==> src/rtl/key_debounce.sv <==
// Push-button debouncer: 2-FF synchronizer, one-hot filter FSM, single-cycle press pulse.
// Optional auto-repeat while held is compiled in when KEY_REPEAT_EN is defined.
module key_debounce #(
    parameter int unsigned CNT_MAX    = 500_000,
    parameter logic        KEY_ACTIVE = 1'b0
`ifdef KEY_REPEAT_EN
    ,
    parameter int unsigned REPEAT_DLY = 25_000_000,
    parameter int unsigned REPEAT_PER = 5_000_000
`endif
) (
    input  logic clk,
    input  logic rst,
    input  logic key_in,
    output logic key_flag,
    output logic key_state
);

    localparam int unsigned CW = $clog2(CNT_MAX + 1);

    typedef enum logic [3:0] {
        IDLE      = 4'b0001,
        PRESS_FLT = 4'b0010,
        DOWN      = 4'b0100,
        REL_FLT   = 4'b1000
    } state_t;

    state_t        state, state_nxt;
    logic [CW-1:0] cnt, cnt_nxt;
    logic          sync1, sync2;
    logic          key_p;
    logic          flag_nxt, level_nxt;
    logic          rep_hit;

    // Bring the asynchronous pin into the clk domain
    always_ff @(posedge clk) begin
        if (rst) begin
            sync1 <= ~KEY_ACTIVE;
            sync2 <= ~KEY_ACTIVE;
        end else begin
            sync1 <= key_in;
            sync2 <= sync1;
        end
    end

    assign key_p = (sync2 == KEY_ACTIVE);

    always_ff @(posedge clk) begin
        if (rst) begin
            state     <= IDLE;
            cnt       <= '0;
            key_flag  <= 1'b0;
            key_state <= 1'b0;
        end else begin
            state     <= state_nxt;
            cnt       <= cnt_nxt;
            key_flag  <= flag_nxt;
            key_state <= level_nxt;
        end
    end

    // Next-state, filter counter and registered-output values
    always_comb begin
        state_nxt = state;
        cnt_nxt   = cnt;
        flag_nxt  = 1'b0;
        level_nxt = 1'b0;
        case (state)
            IDLE: begin
                cnt_nxt = '0;
                if (key_p) state_nxt = PRESS_FLT;
            end
            PRESS_FLT: begin
                if (!key_p) begin
                    state_nxt = IDLE;
                    cnt_nxt   = '0;
                end else if (cnt == CW'(CNT_MAX - 1)) begin
                    state_nxt = DOWN;
                    cnt_nxt   = '0;
                    flag_nxt  = 1'b1;
                    level_nxt = 1'b1;
                end else if (cnt != CW'(CNT_MAX)) begin
                    cnt_nxt = cnt + CW'(1);
                end
            end
            DOWN: begin
                level_nxt = 1'b1;
                if (!key_p) begin
                    state_nxt = REL_FLT;
                    cnt_nxt   = '0;
                end else begin
                    flag_nxt = rep_hit;
                end
            end
            REL_FLT: begin
                level_nxt = 1'b1;
                if (key_p) begin
                    state_nxt = DOWN;
                    cnt_nxt   = '0;
                end else if (cnt == CW'(CNT_MAX - 1)) begin
                    state_nxt = IDLE;
                    cnt_nxt   = '0;
                    level_nxt = 1'b0;
                end else if (cnt != CW'(CNT_MAX)) begin
                    cnt_nxt = cnt + CW'(1);
                end
            end
            default: begin
                state_nxt = IDLE;
                cnt_nxt   = '0;
            end
        endcase
    end

`ifdef KEY_REPEAT_EN
    localparam int unsigned REP_MAX = (REPEAT_DLY > REPEAT_PER) ? REPEAT_DLY : REPEAT_PER;
    localparam int unsigned RW      = $clog2(REP_MAX + 1);

    logic [RW-1:0] rep_cnt, rep_cnt_nxt;
    logic          rep_first, rep_first_nxt;

    // Held-cycle counter: runs in DOWN, frozen in REL_FLT, cleared elsewhere
    always_comb begin
        rep_cnt_nxt   = rep_cnt;
        rep_first_nxt = rep_first;
        rep_hit       = 1'b0;
        if (state == DOWN && key_p) begin
            if (rep_cnt == (rep_first ? RW'(REPEAT_DLY - 1) : RW'(REPEAT_PER - 1))) begin
                rep_hit       = 1'b1;
                rep_cnt_nxt   = '0;
                rep_first_nxt = 1'b0;
            end else begin
                rep_cnt_nxt = rep_cnt + RW'(1);
            end
        end else if (state != DOWN && state != REL_FLT) begin
            rep_cnt_nxt   = '0;
            rep_first_nxt = 1'b1;
        end
    end

    always_ff @(posedge clk) begin
        if (rst) begin
            rep_cnt   <= '0;
            rep_first <= 1'b1;
        end else begin
            rep_cnt   <= rep_cnt_nxt;
            rep_first <= rep_first_nxt;
        end
    end
`else
    assign rep_hit = 1'b0;
`endif

endmodule

==> config.mk <==
export PLATFORM = sky130hd
export DESIGN_NAME = key_debounce
export DESIGN_NICKNAME = d
export VERILOG_FILES = /design/src/rtl/key_debounce.sv
export SDC_FILE = /design/constraint.sdc
export NUM_CORES = 1
export LEC_CHECK = 0
export ABC_AREA = 1
export ABC_CLOCK_PERIOD_IN_PS = 1550
export CORE_MARGIN = 3
export CORE_UTILIZATION = 54
export DETAILED_ROUTE_END_ITERATION = 16
export GPL_ROUTABILITY_DRIVEN = 1
export PLACE_DENSITY = 0.74
export SYNTH_ARGS = -nofsm -noshare
export SYNTH_HDL_FRONTEND = slang
export SYNTH_SLANG_ARGS = --single-unit
==> constraint.sdc <==
create_clock -name clk -period 1.55 [get_ports clk]
set_input_delay 0.155 -clock clk [delete_from_list [all_inputs] [get_ports clk]]
set_output_delay 0.155 -clock clk [all_outputs]
set_load 0.005 [all_outputs]
==> flow_summary.json, run 1 <==
{
  "vias": 1563,
  "path_clk_slew_ps": 160,
  "firstDrtPassIters": 4,
  "synthCells": 246,
  "synthArstFlopShare": 0,
  "min_period_ps": 1440,
  "antenna_found_initial": 0,
  "holdPathEnd": "sync1$_SDFF_PP1_",
  "wl_per_cell_um": 12.42,
  "grt_max_degree": 17,
  "synth-xor-area-share": 0.03766,
  "worstHoldPathType": "in -> reg",
  "num_rows": 19,
  "routed_wl_um": 3663,
  "fin_skew_ps": 8.525,
  "r2r_slack_ps": 110,
  "synth_nets": 251,
  "synth_commonest_cells": "63 x nand2_1, 32 x nor2_1, 28 x inv_1",
  "worstMarginPinSlew_ps": 315.6,
  "grt_pass1_vias": 1422,
  "fin_cells": 295,
  "cts-htree-levels": 1,
  "synth_top_family_by_area": "simple AND/OR/NAND/NOR gates",
  "synthAdderAreaFrac": 0.01537,
  "synth_top_area_frac": 0.3321,
  "die_area_sq_um": 3709,
  "gr-total-overflow": 0,
  "maxSlewViolCount": 0,
  "cap_viol_max_count": 0,
  "r2r-end": "cnt[1]$_SDFFE_PP0N_",
  "die_w_um": 60.91,
  "path_class": "reg -> reg",
  "min_delay_path_depth": 2,
  "synth_ff_type": "dfxtp_1",
  "tritoncts": "built",
  "synth_edf_count": 0,
  "hold_buffers": 0,
  "leakage_nw": 0.7679,
  "required_ps": 1810,
  "grt_usage": 0.2234,
  "power_density_nw_per_um2": 570.9,
  "synth.ff_latch_count": 27,
  "dp_cells": 287,
  "grt_setup_unrepaired": "true",
  "vias_per_cell": 5.298,
  "syn_area_per_cell_sq_um": 6.617,
  "worst_setup_path_end_kind": "flip-flop",
  "ant_nets": 0,
  "yosysTopAreaCell": "dfxtp_1",
  "gp_congestion": 0.8714,
  "hold_viol_final": 0,
  "critPathLaunchType": "flip-flop",
  "drt_iter0_drc": 60,
  "hp-start": "key_in",
  "start_util": 0.5803,
  "yosys_warnings": 0,
  "drive_gt1_frac": 0.2045,
  "dp_hpwl_um": 2631,
  "achievable-frequency_mhz": 694.5,
  "muxShareOfSynthArea": 0,
  "cp_max_fo": 6,
  "clock_latency_ps": 350,
  "io_buffers": 4,
  "post-route-period-util": 0.9289,
  "post-route-drc-count": 0,
  "status": "finished clean",
  "syn2layout_area_growth_pct": 16.45,
  "cts_buffers": 3,
  "nets": 270,
  "clock_path_buffers": 2,
  "cts_root_buf": "clkbuf_4",
  "reg2reg_depth": 8,
  "setup_viol": 0,
  "grt_pass1_wl_um": 6120,
  "irDropWorstVdd_mv": 0.4368,
  "yosysSeqAreaShare": 0.3321,
  "synth_area_leaders": "dfxtp_1 33%, nand2_1 15%, nor2_1 7.4%",
  "rr_startpoint": "cnt[10]$_SDFFE_PP0N_",
  "ios": 5,
  "relSlewSlack": 0.7894,
  "diodes": 0,
  "synth-simple-area-share": 0.4504,
  "power.total_mw": 1.082,
  "die_h_um": 60.91,
  "syn_area_sq_um": 1628,
  "critPathArrivalTime_ps": 1700,
  "cts.sinks": 27,
  "synth-compound-area-share": 0.08224,
  "core-area_sq_um": 2805,
  "synth.most_common_cell": "nand2_1",
  "synth.distinct_cells": 31
}
layout make-up:
type / instances / area, sq um
Clock buffer: 3 / 22.52
Timing Repair Buffer: 16 / 142.6
Multi-Input combinational cell: 185 / 1011
Clock inverter: 1 / 7.507
Fill cell: 271 / 909.6
Inverter: 32 / 122.6
Tap cell: 31 / 38.79
Sequential cell: 27 / 550.5
flip-flops by register name, summed over array words and instances, names as in the netlist:
register / count
cnt: 19
sync1: 1
key_flag: 1
state: 4
sync2: 1
key_state: 1
logic make-up (layout without fill, tap and decap cells):
group / after synthesis / count (layout)
simple gates: 150 / 151
flops: 27 / 27
fa+ha+maj: 2 / 2
xor+xnor: 7 / 7
compound gates: 25 / 25
buf+inv: 35 / 52
placed cells by master (no fill, tap or decap), types with 2 or more instances in the layout:
master / netlist / final
clkbuf_4: 0 / 3
nand4_1: 4 / 4
inv_1: 28 / 28
buf_4: 0 / 11
o21ai_1: 2 / 2
nand3_1: 23 / 22
a21oi_1: 15 / 14
clkdlybuf4s50_1: 0 / 4
nor2_4: 4 / 6
nand2_2: 4 / 4
nor3_1: 4 / 4
inv_2: 4 / 3
nand3_4: 1 / 2
nor3b_1: 2 / 2
xor2_1: 6 / 6
o21ai_0: 5 / 5
nor2_1: 32 / 29
nand2_4: 2 / 3
dfxtp_1: 27 / 21
nor2_2: 3 / 4
dfxtp_2: 0 / 5
nor3_2: 2 / 2
or2_2: 2 / 2
nand2_1: 63 / 63
report_power, final:
group | switching [mW] | internal [mW] | leakage [nW] | total (mW)
clock network | 0.237 | 0.0996 | 0.0139 | 0.336
registers | 0.00527 | 0.699 | 0.222 | 0.704
logic | 0.0254 | 0.0164 | 0.532 | 0.0418
worst max-delay path by stage:
stage / startpoint / end / slack, ps / cells past startpoint
3_5_place_dp: cnt[0]$_SDFFE_PP0N_ / cnt[13]$_SDFFE_PP0N_ / -40 / 8
3_3_place_gp: cnt[0]$_SDFFE_PP0N_ / cnt[13]$_SDFFE_PP0N_ / 30 / 8
4_1_cts: cnt[1]$_SDFFE_PP0N_ / cnt[13]$_SDFFE_PP0N_ / 10 / 8
6_report: cnt[10]$_SDFFE_PP0N_ / cnt[1]$_SDFFE_PP0N_ / 110 / 8
2_1_floorplan: cnt[0]$_SDFFE_PP0N_ / cnt[0]$_SDFFE_PP0N_ / 110 / 8
5_1_grt: cnt[13]$_SDFFE_PP0N_ / cnt[1]$_SDFFE_PP0N_ / -10 / 9
per-layer routing:
layer	track usage	vias to the layer above	routed length [um]
li1	-	822	-
met1	0.2789	704	1705
met2	0.3802	30	1725
met3	0.02766	7	148
met4	0.1053	0	83
met5	0	-	0
metrics by stage:
step | area, sq um | hold slack (ps) | setup TNS, ps | utilization | setup slack, ps
finish | 1896 | 346.5 | 0 | 0.6757 | 110.2
global route | 1896 | 345.5 | -23.24 | 0.6757 | -13.09
CTS | 1807 | 346.4 | 0 | 0.6441 | 11.69
detailed placement | 1773 | 401.7 | -123.8 | 0.6320 | -35.63
global placement | 1773 | 391.3 | 0 | 0.6320 | 32.03
floorplan | 1628 | 224.1 | 0 | - | 113.0
critical path: stages (launching register included):
cell	delay [ps]
dfxtp_1	380
nor2_1	120
nand3_1	140
nor2_4	190
nand3_4	130
nand2_4	130
nand2_1	100
nand2_4	110
nor2_1	50
repair_timing:
item / CTS / global route
buffers inserted: 0 / 3
gates cloned: 0 / 1
endpoints found under the setup margin: 14 / 20
pin swaps: 0 / 1
gates resized for setup: 2 / 17
(Power assumes the default switching activity.)
==> run 2, diff against run 1 <==
--- a/config.mk
+++ b/config.mk
@@ -12,6 +12,7 @@
 export DETAILED_ROUTE_END_ITERATION = 16
 export GPL_ROUTABILITY_DRIVEN = 1
 export PLACE_DENSITY = 0.74
+export SETUP_SLACK_MARGIN = 0.02
 export SYNTH_ARGS = -nofsm -noshare
 export SYNTH_HDL_FRONTEND = slang
 export SYNTH_SLANG_ARGS = --single-unit
==> run 2 against run 1 <==
  * Hold slack got worse by 2.0 ps
  * Die area unchanged
  * Worst setup slack got worse by 11 ps
  * Clock power about the same
  * Sequential share of layout area increased by 0.056 points
  * Routed wire length decreased by 0.27%
  * Power increased by 0.12%
  * Sequential power about the same
  * Critical endpoint is now state[1]$_SDFFE_PP0P_
  * Highest routed layer unchanged
==> flow_summary.json, run 2 (synthesized netlist as in run 1, its figures left out) <==
{
  "cts.sinks": 27,
  "routed_wl_um": 3653,
  "dp_hpwl_um": 2631,
  "fill_cells": 256,
  "die_area_sq_um": 3709,
  "required_ps": 1820,
  "worst_setup_path_end_kind": "flip-flop",
  "final_common_cell": "nand2_1",
  "cts-htree-levels": 1,
  "num_rows": 19,
  "dpl-instance-area_sq_um": 1773,
  "achievable-frequency_mhz": 689.4,
  "wl_per_cell_um": 12.30,
  "antenna_found_initial": 0,
  "min_period_ps": 1451,
  "gp_congestion": 0.8714,
  "die_w_um": 60.91,
  "nets": 272,
  "grt_usage": 0.2234,
  "setup_viol": 0,
  "critPathArrivalTime_ps": 1720,
  "path_class": "reg -> reg",
  "firstDrtPassIters": 4,
  "hold_viol_final": 0,
  "cap_viol_max_count": 0,
  "fin_skew_ps": 7.352,
  "start_util": 0.5803,
  "vias": 1558,
  "drive_gt1_frac": 0.2444,
  "grt_max_degree": 17,
  "path_clk_slew_ps": 160,
  "final_util": 0.6882,
  "post-route-period-util": 0.9358,
  "io_buffers": 4,
  "grt_setup_unrepaired": "true",
  "regArea_sq_um": 561.8,
  "relSlewSlack": 0.7856,
  "critPathLaunchType": "flip-flop",
  "multi_input_area_sq_um": 1015,
  "hold_buffers": 0,
  "diodes": 0,
  "ant_nets": 0,
  "cts_buffers": 3,
  "final_cell_mix": "62 x nand2_1, 28 x inv_1, 28 x nor2_1",
  "clock_path_buffers": 2,
  "drt_iter0_drc": 55,
  "status": "finished clean",
  "worstMarginPinSlew_ps": 321.2,
  "tritoncts": "built",
  "cp_max_fo": 6,
  "power_density_nw_per_um2": 561.2,
  "post-route-drc-count": 0,
  "maxSlewViolCount": 0,
  "cts_root_buf": "clkbuf_4",
  "irDropWorstVdd_mv": 0.4354,
  "vias_per_cell": 5.246,
  "ios": 5,
  "r2r_slack_ps": 100,
  "syn2layout_area_growth_pct": 18.60,
  "leakage_nw": 0.7888,
  "clock_latency_ps": 360,
  "grt_pass1_vias": 1422,
  "largest_register_ffs": 19,
  "regMostFlops": "cnt",
  "worstHoldPathType": "in -> reg",
  "whs_ps": 344.5,
  "gr-total-overflow": 0,
  "largest_registers": "cnt: 19 flops, state: 4 flops",
  "die_h_um": 60.91,
  "core-area_sq_um": 2805,
  "grt_pass1_wl_um": 6120,
  "stdcell_area_sq_um": 1931
}
[run 2: routing by layer]
metal / global-route usage / share of wire / up-vias
met3: 0.02766 / 0.020 / 7
met5: 0 / 0 / -
met1: 0.2789 / 0.49 / 702
li1: - / - / 830
met4: 0.1053 / 0.023 / 0
met2: 0.3802 / 0.47 / 19
[run 2: critical path: stages (launching register included)]
cell and delay [ps]:
dfxtp_2 370, nor2_1 140, nand3_2 110, nor2_4 170, nand3_2 120, nand2_4 130
buf_4 150, nand3_1 60, nand2_1 60, a21oi_1 40
[run 2: final timing paths]
kind,from,endpoint,cells past startpoint
max,cnt[10]$_SDFFE_PP0N_,state[1]$_SDFFE_PP0P_,9
min,key_in,sync1$_SDFF_PP1_,2
max reg2reg,cnt[10]$_SDFFE_PP0N_,state[1]$_SDFFE_PP0P_,9
min reg2reg,sync1$_SDFF_PP1_,sync2$_SDFF_PP1_,1
[run 2: final cells by class]
| cell class | instances | area share |
|---|---|---|
| multi-input combinational | 184 | 0.5256 |
| clock inverter | 1 | 0.003889 |
| clock buffer | 3 | 0.01167 |
| timing repair buffer | 19 | 0.08555 |
| sequential | 27 | 0.2910 |
| tap | 31 | 0.02009 |
| inverter | 32 | 0.06222 |
[run 2: where the power goes]
part / switching (mW) / internal (mW) / leakage [nW]
sequential: 0.00607 / 0.697 / 0.224
clock: 0.239 / 0.0997 / 0.0139
combinational: 0.0249 / 0.0167 / 0.550
[run 2: metrics by stage]
stage / TNS (ps) / total power, mW / worst slack (ps) / std cells
after global routing: -6.412 / 1.128 / -4.830 / 297
after floorplan: 0 / 0.7445 / 113.0 / 246
final: 0 / 1.084 / 99.50 / 297
after detailed placement: -123.8 / 0.7606 / -35.63 / 287
after global placement: 0 / 0.7604 / 32.03 / 287
after CTS: 0 / 1.090 / 28.99 / 291
[run 2: timing repair]
item,in CTS,in global routing
pin swaps,0,5
buffers inserted,0,6
gates cloned,0,0
gates resized for setup,3,28
setup endpoints to repair,16,20
